[config.mk]
export PLATFORM = sky130hd
export DESIGN_NAME = dmem_arbiter
export DESIGN_NICKNAME = d
export VERILOG_FILES = /design/src/rtl/dmem_arbiter.sv
export SDC_FILE = /design/constraint.sdc
export NUM_CORES = 1
export LEC_CHECK = 0
export CAP_MARGIN = 5
export CORE_ASPECT_RATIO = 1.75
export CORE_MARGIN = 2
export CORE_UTILIZATION = 35
export CTS_CLUSTER_SIZE = 30
export DETAILED_ROUTE_END_ITERATION = 12
export PLACE_DENSITY = 0.75
export SKIP_CTS_REPAIR_TIMING = 1
export SLEW_MARGIN = 20
export SYNTH_ARGS = -nofsm -noshare
export SYNTH_HDL_FRONTEND = slang
export SYNTH_SLANG_ARGS = --single-unit
[constraint.sdc]
create_clock -name clk -period 2.4 [get_ports clk]
set_input_delay 0.48 -clock clk [delete_from_list [all_inputs] [get_ports clk]]
set_output_delay 0.48 -clock clk [all_outputs]
set_load 0.03 [all_outputs]
[src/rtl/dmem_arbiter.sv]
// Two-port round-robin arbiter in front of the single dcache port.
// One transaction in flight; misaligned requests are answered without touching the cache.
module dmem_arbiter #(
  parameter int XLEN    = 32,
  parameter int TIMEOUT = 16,
  parameter int CNT_W   = 5
) (
  input  logic            clk,
  input  logic            rst_n,
  input  logic            p0_req,
  input  logic            p0_we,
  input  logic [2:0]      p0_mode,
  input  logic [XLEN-1:0] p0_addr,
  input  logic [XLEN-1:0] p0_wdata,
  output logic            p0_gnt,
  output logic            p0_rvalid,
  output logic            p0_err,
  output logic [XLEN-1:0] p0_rdata,
  input  logic            p1_req,
  input  logic            p1_we,
  input  logic [2:0]      p1_mode,
  input  logic [XLEN-1:0] p1_addr,
  input  logic [XLEN-1:0] p1_wdata,
  output logic            p1_gnt,
  output logic            p1_rvalid,
  output logic            p1_err,
  output logic [XLEN-1:0] p1_rdata,
  output logic            m_read_en,
  output logic            m_write_en,
  output logic [2:0]      m_mode,
  output logic [XLEN-1:0] m_addr,
  output logic [XLEN-1:0] m_wdata,
  input  logic            m_ready,
  input  logic [XLEN-1:0] m_rdata
);
  typedef enum logic [1:0] {IDLE, BUSY, RESP} state_t;

  state_t            state, state_nxt;
  logic              last, owner;
  logic              we_q, err_q;
  logic [2:0]        mode_q;
  logic [XLEN-1:0]   addr_q, wdata_q, rdata_q;
  logic [CNT_W-1:0]  wdog;

  logic              any_req, win, sel_we, misalign, wd_exp;
  logic [2:0]        sel_mode;
  logic [XLEN-1:0]   sel_addr, sel_wdata;

  // Contention goes to the port that did not win last time.
  assign any_req   = p0_req | p1_req;
  assign win       = (p0_req & p1_req) ? ~last : p1_req;
  assign sel_we    = win ? p1_we    : p0_we;
  assign sel_mode  = win ? p1_mode  : p0_mode;
  assign sel_addr  = win ? p1_addr  : p0_addr;
  assign sel_wdata = win ? p1_wdata : p0_wdata;
  assign wd_exp    = (wdog == CNT_W'(TIMEOUT-1));

  always_comb begin
    misalign = 1'b0;
    case (sel_mode[1:0])
      2'b00:   misalign = 1'b0;
      2'b01:   misalign = sel_addr[0];
      2'b10:   misalign = |sel_addr[1:0];
      default: misalign = 1'b1;
    endcase
  end

  always_comb begin
    state_nxt = state;
    p0_gnt    = 1'b0;
    p1_gnt    = 1'b0;
    case (state)
      IDLE: if (any_req) begin
        p0_gnt    = ~win;
        p1_gnt    = win;
        state_nxt = misalign ? RESP : BUSY;
      end
      BUSY: if (m_ready || wd_exp) state_nxt = RESP;
      RESP: state_nxt = IDLE;
      default: state_nxt = IDLE;
    endcase
  end

  always_ff @(posedge clk or negedge rst_n) begin
    if (!rst_n) begin
      state   <= IDLE;
      last    <= 1'b1;
      owner   <= 1'b0;
      we_q    <= 1'b0;
      err_q   <= 1'b0;
      mode_q  <= '0;
      addr_q  <= '0;
      wdata_q <= '0;
      rdata_q <= '0;
      wdog    <= '0;
    end else begin
      state <= state_nxt;
      case (state)
        IDLE: if (any_req) begin
          owner   <= win;
          last    <= win;
          we_q    <= sel_we;
          mode_q  <= sel_mode;
          addr_q  <= sel_addr;
          wdata_q <= sel_wdata;
          err_q   <= misalign;
          rdata_q <= '0;
          wdog    <= '0;
        end
        BUSY: begin
          if (m_ready) begin
            rdata_q <= we_q ? '0 : m_rdata;
            err_q   <= 1'b0;
          end else if (wd_exp) begin
            err_q <= 1'b1;
          end else begin
            wdog <= wdog + 1'b1;
          end
        end
        default: ;
      endcase
    end
  end

  // Cache side is driven only from captured fields so it cannot move while BUSY.
  assign m_read_en  = (state == BUSY) & ~we_q;
  assign m_write_en = (state == BUSY) & we_q;
  assign m_mode     = mode_q;
  assign m_addr     = addr_q;
  assign m_wdata    = wdata_q;

  assign p0_rvalid = (state == RESP) & ~owner;
  assign p1_rvalid = (state == RESP) & owner;
  assign p0_err    = p0_rvalid & err_q;
  assign p1_err    = p1_rvalid & err_q;
  assign p0_rdata  = p0_rvalid ? rdata_q : '0;
  assign p1_rdata  = p1_rvalid ? rdata_q : '0;
endmodule
=== After elaboration in Yosys (flattened, before gate mapping) ===
Index checks and enable logic that the tools add are counted.

* Add/subtract/negate cells: 1
* Equal/unequal tests: 11
* Mux-type cells: 28
* Bitwise operators: 12
* Reductions and logical operators: 10

{| class="wikitable"
|+ Operators with widths
! cell !! number
|-
| 32-bit 2-to-1 mux || 7
|-
| 32-bit one-hot mux with 2 select lines || 1
|-
| 5-bit 2-to-1 mux || 3
|-
| 2-bit inequality test (second input constant) || 5
|-
| 5-bit one-hot mux with 2 select lines || 1
|-
| 1-bit 2-to-1 mux || 9
|-
| 1-bit AND || 7
|-
| 2-bit 2-to-1 mux || 3
|-
| 3-bit AND reduction || 2
|-
| 5-bit by 1-bit adder with 5-bit output (second input constant) || 1
|-
| 5-bit by 4-bit == test with 1-bit output (second input constant) || 1
|-
| 2-bit by 1-bit == test with 1-bit output (second input constant) || 2
|-
| 2-bit == test (second input constant) || 2
|-
| 2-bit zero test || 2
|-
| 1-bit inverter || 4
|-
| 2-bit one-hot mux with 2 select lines || 1
|-
| 2-bit AND reduction || 2
|-
| 4-bit AND reduction || 1
|-
| 3-bit 2-to-1 mux || 1
|-
| 3-bit inequality test (second input constant) || 1
|-
| 1-bit one-hot mux with 3 select lines || 1
|-
| 1-bit one-hot mux with 2 select lines || 1
|-
| 2-bit nonzero test || 1
|-
| 2-bit OR reduction || 1
|-
| 2 further kinds || 2
|}

* Register bits after elaboration: 110
* Bits of input ports: 173

=== Logic depth before layout (Yosys ltp) ===
Gate-level depths: netlist of the first run.

* Depth after elaboration: 8
* Mapped depth: 7

=== Worst setup path after synthesis of the first run ===
Ideal clock, no wire load.

* Path kind: register -> output
* Start point: register state[0]
* End point: output port p0_rdata[22]
* Arrival time: 1.644 ns
* Data required time: 1.920 ns
* Setup slack: 0.276 ns
* Stages on the path, launching flop included: 5
* Cell sequence: dfrtp_1 buf_2 nor3b_2 clkbuf_1 and2_1

* Word-level cells in the longest chain between the ends: 3

{| class="wikitable"
|+ Ends and longest elaborated chain
! what !! line !! source
|-
| start: declaration || 38 || <nowiki>state_t state, state_nxt;</nowiki>
|-
| start signal: assignment || 97 || <nowiki>state <= state_nxt;</nowiki>
|-
| 2-bit == test || 132 || <nowiki>assign p0_rvalid = (state == RESP) & ~owner;</nowiki>
|-
| 1-bit AND || 132 ||
|-
| via p0_rvalid || 16 || <nowiki>output logic p0_rvalid,</nowiki>
|-
| 32-bit 2-to-1 mux || 136 || <nowiki>assign p0_rdata = p0_rvalid ? rdata_q : '0;</nowiki>
|-
| end: declaration || 18 || <nowiki>output logic [XLEN-1:0] p0_rdata,</nowiki>
|}

The timed path passes the listed nets, and every way through them passes these cells.

=== Worst setup path after layout of the first run ===
* Start point: register state[1]
* End point: output port m_write_en

* Word-level cells in the longest chain between the ends: 2

{| class="wikitable"
|+ Ends and longest elaborated chain
! what !! line !! source
|-
| 2-bit by 1-bit == test with 1-bit output || 127 || <nowiki>assign m_write_en = (state == BUSY) & we_q;</nowiki>
|-
| 1-bit AND || 127 ||
|-
| end: declaration || 29 || <nowiki>output logic m_write_en,</nowiki>
|}

No other way between the ends.

==> impl_summary.txt, run 1 <==
----------------------------------------------------
[Outcome]
  Outcome ... completed

[Power]
  Portion of total power attributed to combinational logic ... 54.4%
  Internal power ... about 5600 uW
  Power spent charging and discharging nets ... 4380 uW
  Total Power Consumption ... 10000 uW
  LEAKAGE ... 0.00416 uW
  Switching Share ... 43.7%
  Worst-case vdd ir drop ... 0.000726 V
  Clk network pwr share ... between 10% and 20%
  Portion of total power attributed to sequential cells ... 31.3%
  PwrDens ... 1140 nW/um2

[Global routing]
  Maximum number of pins on one net before global-route repair ... 111
  Antenna violations before repair ... 0
  Overflow left after global routing ... 0
  Global router's overall resource usage ... 20.5%
  Wire length of the first global-routing pass ... around 27 mm
  Via count of the first global-routing pass ... 5046

[Floorplanning]
  Area of the die ... about 16000 um2
  Die span in y ... between 150 and 200 um
  Chip Width ... 96.7 um
  Standard-cell row count ... between 50 and 60
  Starting density of the core ... a little over a third
  I/O Pins ... 312
  Placeable core region ... 14800 um2

[STA]
  Portion of the clock cycle consumed by the worst path in the final layout ... 95.1%
  Final Critical Period ... 2.28 ns
  Slew headroom ... 57.6%
  Total negative slack for setup checks ... 0 ns
  RSZ-0062 raised after global routing ... false
  Highest attainable clock frequency ... 438 MHz
  Final-layout worst hold slack ... 0.198 ns
  Fin Clk Skew ... 0.0107 ns
  Total setup violations reported at the end of the flow ... 0
  Hold Fails Final Rpt ... 0
  Pins Over Slew Limit ... 0
  Slew at the pin closest to its max-slew limit ... 0.631 ns

[Setup path]
  Worst path arrival time ... 1.80 ns
  Capturing element type of the critical path ... primary output
  Type of element launching the critical path ... flip-flop
  Slack of the worst reg-to-reg path ... 0.54 ns
  Number of buffer and inverter instances along the worst setup path ... 1
  Cell family with the largest share of critical-path delay ... buffers and inverters
  Cell with the largest stage delay on the worst path ... clkdlybuf4s50_1
  Maximum fanout along the worst path ... 4
  Slowest stage delay, CP ... 0.70 ns
  Critical path class ... flip-flop to primary output
  Required time reported for the critical path endpoint ... 1.92 ns
  Ordered cell list for the critical path ... nor2b_1 > and2_1 > clkdlybuf4s50_1

[Clocking]
  Clock tree sinks ... 110
  Clock Tree Buf Depth ... 2
  Insertion delay to the later sink of the worst-skew pair ... 0.34 ns
  Number of buffers created by CTS ... 9
  CTS H-tree depth ... 3
  Clock Tree Root ... clkbuf_16
  Clock tree from TritonCTS ... yes
  Clock transition at the registers of the reported paths ... 0.08 ns

[Drt]
  Via count ... 5000
  Total wirelength of the detailed-routed design ... between 15 and 20 mm
  Iteration-0 DRC count of the detailed router ... 168
  Wire length per cell ... 15.7 um
  Total iterations of the first detailed-routing run ... 4
  Count of nets left with antenna violations after detail routing ... 0
  DRC ... 0
  DR vias/cell ... 4.76

[Run]
  Number of violations of the max-capacitance limit ... 0

[Logic synthesis]
  Cell area after synthesis ... between 5000 and 6000 um2
  Number of warnings printed during yosys synthesis ... 0
  Mean Syn Cell Area ... approximately 9.4 um2
  Sequential area share after synthesis ... 52.3%
  Number of enable-type register cells in the synthesized netlist ... 0
  Net count after synthesis ... 737
  Count of unique library cells instantiated by Yosys ... 38
  #FFs+latches synth ... 110
  Primary FF master, synth ... dfrtp_1
  Async S/R FF share, synth ... 100%
  Cell count after synthesis ... about 560

[Min path]
  Hold Crit Class ... primary input to asynchronous set/reset pin

[Layout]
  Share of layout cells above drive strength 1 ... 13.3%
  Number of diodes added for antenna fixing ... 0
  Leading cell types in the layout, fill and taps excluded ... clkdlybuf4s50_1 (239), nand2_1 (163), dfrtp_1 (109)
  Most common cell after layout, fill and taps aside ... clkdlybuf4s50_1
  Area growth from synthesis to layout ... 66.8%
  Share of the core filled with cells ... 59.5%
  Layout Nets ... a little over 1000

[Placed design]
  Final GP Congestion ... 0.816
  Placed wire-length estimate after detailed placement ... 12.9 mm
  # port buffers ... 311

----------------------------------------------------
## worst paths after layout
check | to | cells past startpoint | startpoint
setup / recovery | m_write_en | 3 | state[1]
hold / removal | m_wdata[16] | 2 | rst_n
max in group asynchronous | m_wdata[8] | 2 | rst_n
setup reg to reg | wdog[3] | 7 | wdog[0]
min in group clk | m_addr[15] | 2 | m_addr[15]
hold reg to reg | m_addr[15] | 2 | m_addr[15]
## area by class of cell
class	count	area (um2)
clock inverters	5	40.0
clock buffers	11	243
well taps	183	229
repair buffers	329	3160
inverters	2	7.51
flip-flops and latches	110	2750
fillers	1301	5980
multi-input cells	410	2350
## cells by family after synthesis
| family | after synthesis | synth area share (%) |
|---|---|---|
| AO/OA/AOI/OAI | 85 | 10.4 |
| XOR/XNOR | 2 | 0.333 |
| adder cells (fa/ha/maj) | 2 | 0.475 |
| buffers and inverters | 42 | 3.73 |
| flip-flops | 110 | 52.3 |
| multiplexers | 39 | 7.41 |
| AND/OR/NAND/NOR | 282 | 25.4 |
## power groups by stage
stage | sequential, uW | combinational, uW | clock, uW
finish | 3130 | 5450 | 1440
global route | 3240 | 5870 | 1570
CTS | 3150 | 5530 | 1500
detailed placement | 3170 | 5520 | 0
global placement | 3140 | 5470 | 0
floorplan | 4200 | 2020 | 0
## state kept, by name, summed over array words and instances, names as in the netlist
signal and flops:
last 1, we_q 1, err_q 1, m_mode 3, rdata_q 32, owner 1
state 2, m_wdata 32, wdog 5, m_addr 32
## cell usage after synthesis, drive strengths merged, types with 3 or more instances
library cell | number | area (um2)
nand2 | 163 | 612
dfrtp | 109 | 2730
and2 | 67 | 419
o21ai | 40 | 200
mux2i | 39 | 390
nand3 | 34 | 170
a22oi | 29 | 218
buf | 25 | 133
clkbuf | 15 | 56.3
nor2 | 6 | 25.0
a21o | 3 | 22.5
o21a | 3 | 22.5
## per-stage QoR
| step | setup WS (ns) | instance area, um2 | cells |
|---|---|---|---|
| 2_1_floorplan | 0.276 | 5270 | 562 |
| 3_3_place_gp | 0.183 | 8500 | 1034 |
| 3_5_place_dp | 0.176 | 8500 | 1034 |
| 4_1_cts | 0.0883 | 8780 | 1050 |
| 5_1_grt | 0.00305 | 8780 | 1050 |
| 6_report | 0.117 | 8780 | 1050 |
## per-layer routing
layer	vias up	GRT usage, %	routed length (um)
li1	2476	-	-
met1	2305	22.3	6000
met2	192	38.8	9280
met3	27	3.87	786
met4	0	7.35	467
met5	-	0	0
## worst register-to-register path, cell delays in order (launching register included)
cell	delay, ns
dfrtp_1	0.41
ha_1	0.22
and3_1	0.19
ha_1	0.23
nor4b_4	0.34
nand4_1	0.16
xor2_1	0.15
nor2_1	0.05
(Power assumes the default switching activity.)
==> run 2, diff against run 1 <==
--- a/config.mk
+++ b/config.mk
@@ -11,7 +11,8 @@
 export CORE_UTILIZATION = 35
 export CTS_CLUSTER_SIZE = 30
 export DETAILED_ROUTE_END_ITERATION = 12
-export PLACE_DENSITY = 0.75
+export DONT_BUFFER_PORTS = 1
+export PLACE_DENSITY = 0.48
 export SKIP_CTS_REPAIR_TIMING = 1
 export SLEW_MARGIN = 20
 export SYNTH_ARGS = -nofsm -noshare
==> impl_summary.txt, run 2 (same netlist as run 1, synthesis figures left out) <==
----------------------------------------------------
[Setup path]
  Required time reported for the critical path endpoint ... 1.92 ns
  Worst path arrival time ... 1.75 ns
  Maximum fanout along the worst path ... 34
  Critical path class ... flip-flop to primary output
  Capturing element type of the critical path ... primary output
  Slack of the worst reg-to-reg path ... 0.40 ns
  Type of element launching the critical path ... flip-flop

[STA]
  Final-layout worst hold slack ... -0.177 ns
  Slew headroom ... 53.1%
  Slew at the pin closest to its max-slew limit ... 0.697 ns
  Hold Fails Final Rpt ... 109
  RSZ-0062 raised after global routing ... false
  Fin Clk Skew ... approximately 0.013 ns
  Highest attainable clock frequency ... approximately 450 MHz
  Total negative slack for setup checks ... 0 ns
  Pins Over Slew Limit ... 0
  Final Critical Period ... about 2.2 ns
  Portion of the clock cycle consumed by the worst path in the final layout ... 93.0%
  Total setup violations reported at the end of the flow ... 0

[Placed design]
  Final GP Congestion ... 0.774
  Post-DP Area ... 5710 um2
  # port buffers ... 0
  Number of placed instances with taps included ... roughly 750
  Placed wire-length estimate after detailed placement ... 10.1 mm

[Drt]
  Count of nets left with antenna violations after detail routing ... 0
  Via count ... 3988
  DRC ... 0
  Iteration-0 DRC count of the detailed router ... 106
  Wire length per cell ... 17.4 um
  Total iterations of the first detailed-routing run ... 4
  Total wirelength of the detailed-routed design ... 13.4 mm
  DR vias/cell ... 5.19

[Global routing]
  Via count of the first global-routing pass ... 3939
  Antenna violations before repair ... 0
  Global router's overall resource usage ... 16.1%
  Overflow left after global routing ... 0
  Maximum number of pins on one net before global-route repair ... roughly 110
  Wire length of the first global-routing pass ... 20.8 mm

[Floorplanning]
  Starting density of the core ... between 30% and 40%
  Die span in y ... 166 um
  Placeable core region ... 14800 um2
  I/O Pins ... 312
  Area of the die ... 16100 um2
  Chip Width ... 96.7 um
  Standard-cell row count ... 59

[Clocking]
  Number of buffers created by CTS ... 9
  CTS H-tree depth ... 3
  Clock tree sinks ... 110
  Clock Tree Root ... clkbuf_16
  Insertion delay to the later sink of the worst-skew pair ... around 0.34 ns
  Clock tree from TritonCTS ... yes
  Clock Tree Buf Depth ... 2
  Clock transition at the registers of the reported paths ... about 0.08 ns

[Layout]
  Post-route cell area ... 6020 um2
  Area taken by multi-input logic gates ... 2370 um2
  Area growth from synthesis to layout ... 14.4%
  Share of layout cells above drive strength 1 ... 12.5%
  Number of diodes added for antenna fixing ... 0
  Layout Nets ... 756
  Most common cell after layout, fill and taps aside ... nand2_1
  Number of inserted filler cells in the final layout ... 1514
  Storage element area ... ~2800 um2
  Leading cell types in the layout, fill and taps excluded ... nand2_1 (163), dfrtp_1 (109), and2_1 (67)
  Non-filler cells, final ... around 770

[Min path]
  Hold Crit Class ... primary input to asynchronous set/reset pin

[Outcome]
  Outcome ... complete, but fails checks
  Failing checks ... hold timing

[Power]
  LEAKAGE ... 0.00299 uW
  PwrDens ... 1390 nW/um2
  Worst-case vdd ir drop ... 0.00126 V

[Run]
  Number of violations of the max-capacitance limit ... 0

----------------------------------------------------
==> run 2: cell count changes in the layout (fill, tap and decap cells not counted), sizes merged <==
cell           before  now
clkbuf             11    9
clkdlybuf4s50     239    0
buf                90   48
clkinvlp            0    1
clkinv              2    1
bufinv              0    1
==> run 2: path summary, 6_finish.rpt <==
path / startpoint / depth (start not counted) / to
worst max-delay path: state[0] / 3 / p0_rdata[21]
worst min-delay path: rst_n / 0 / rdata_q[1]
worst max register to register: state[0] / 6 / rdata_q[24]
worst min register to register: rdata_q[31] / 2 / rdata_q[31]
max in group asynchronous: rst_n / 0 / last
min in group clk: m_ready / 1 / err_q
==> run 2: critical path, stage by stage (launching register included) <==
cell and delay, ns:
dfrtp_1 0.47, nor3b_4 0.20, buf_4 0.34, and2_1 0.38
==> run 2: final cells by class <==
cell class	count	area share, %
clock inverter	6	1.14
tap	183	3.80
multi-input combinational	410	39.3
sequential	110	45.7
inverter	2	0.125
timing repair buffer	48	6.19
clock buffer	9	3.74
==> run 2: layer usage <==
| layer | global-route usage, % | vias to the layer above | routed length, um |
|---|---|---|---|
| li1 | - | 1918 | - |
| met4 | 5.51 | 0 | 201 |
| met3 | 3.79 | 13 | 994 |
| met2 | 29.5 | 198 | 7190 |
| met1 | 18.1 | 1859 | 5000 |
| met5 | 0 | - | 0 |
==> run 2: report_power, final <==
part	total, uW	switching, uW	internal [uW]
logic	2480	1610	872
registers	4420	1760	2650
clock network	1500	688	814
==> run 2: per-stage QoR <==
stage | setup WS [ns] | power (uW) | utilization, %
after floorplan | 0.276 | 6220 | -
after global placement | 0.376 | 6890 | 38.7
after detailed placement | 0.328 | 6990 | 38.7
after CTS | 0.114 | 8520 | 40.7
after global routing | 0.0593 | 9000 | 40.8
final | 0.167 | 8400 | 40.8
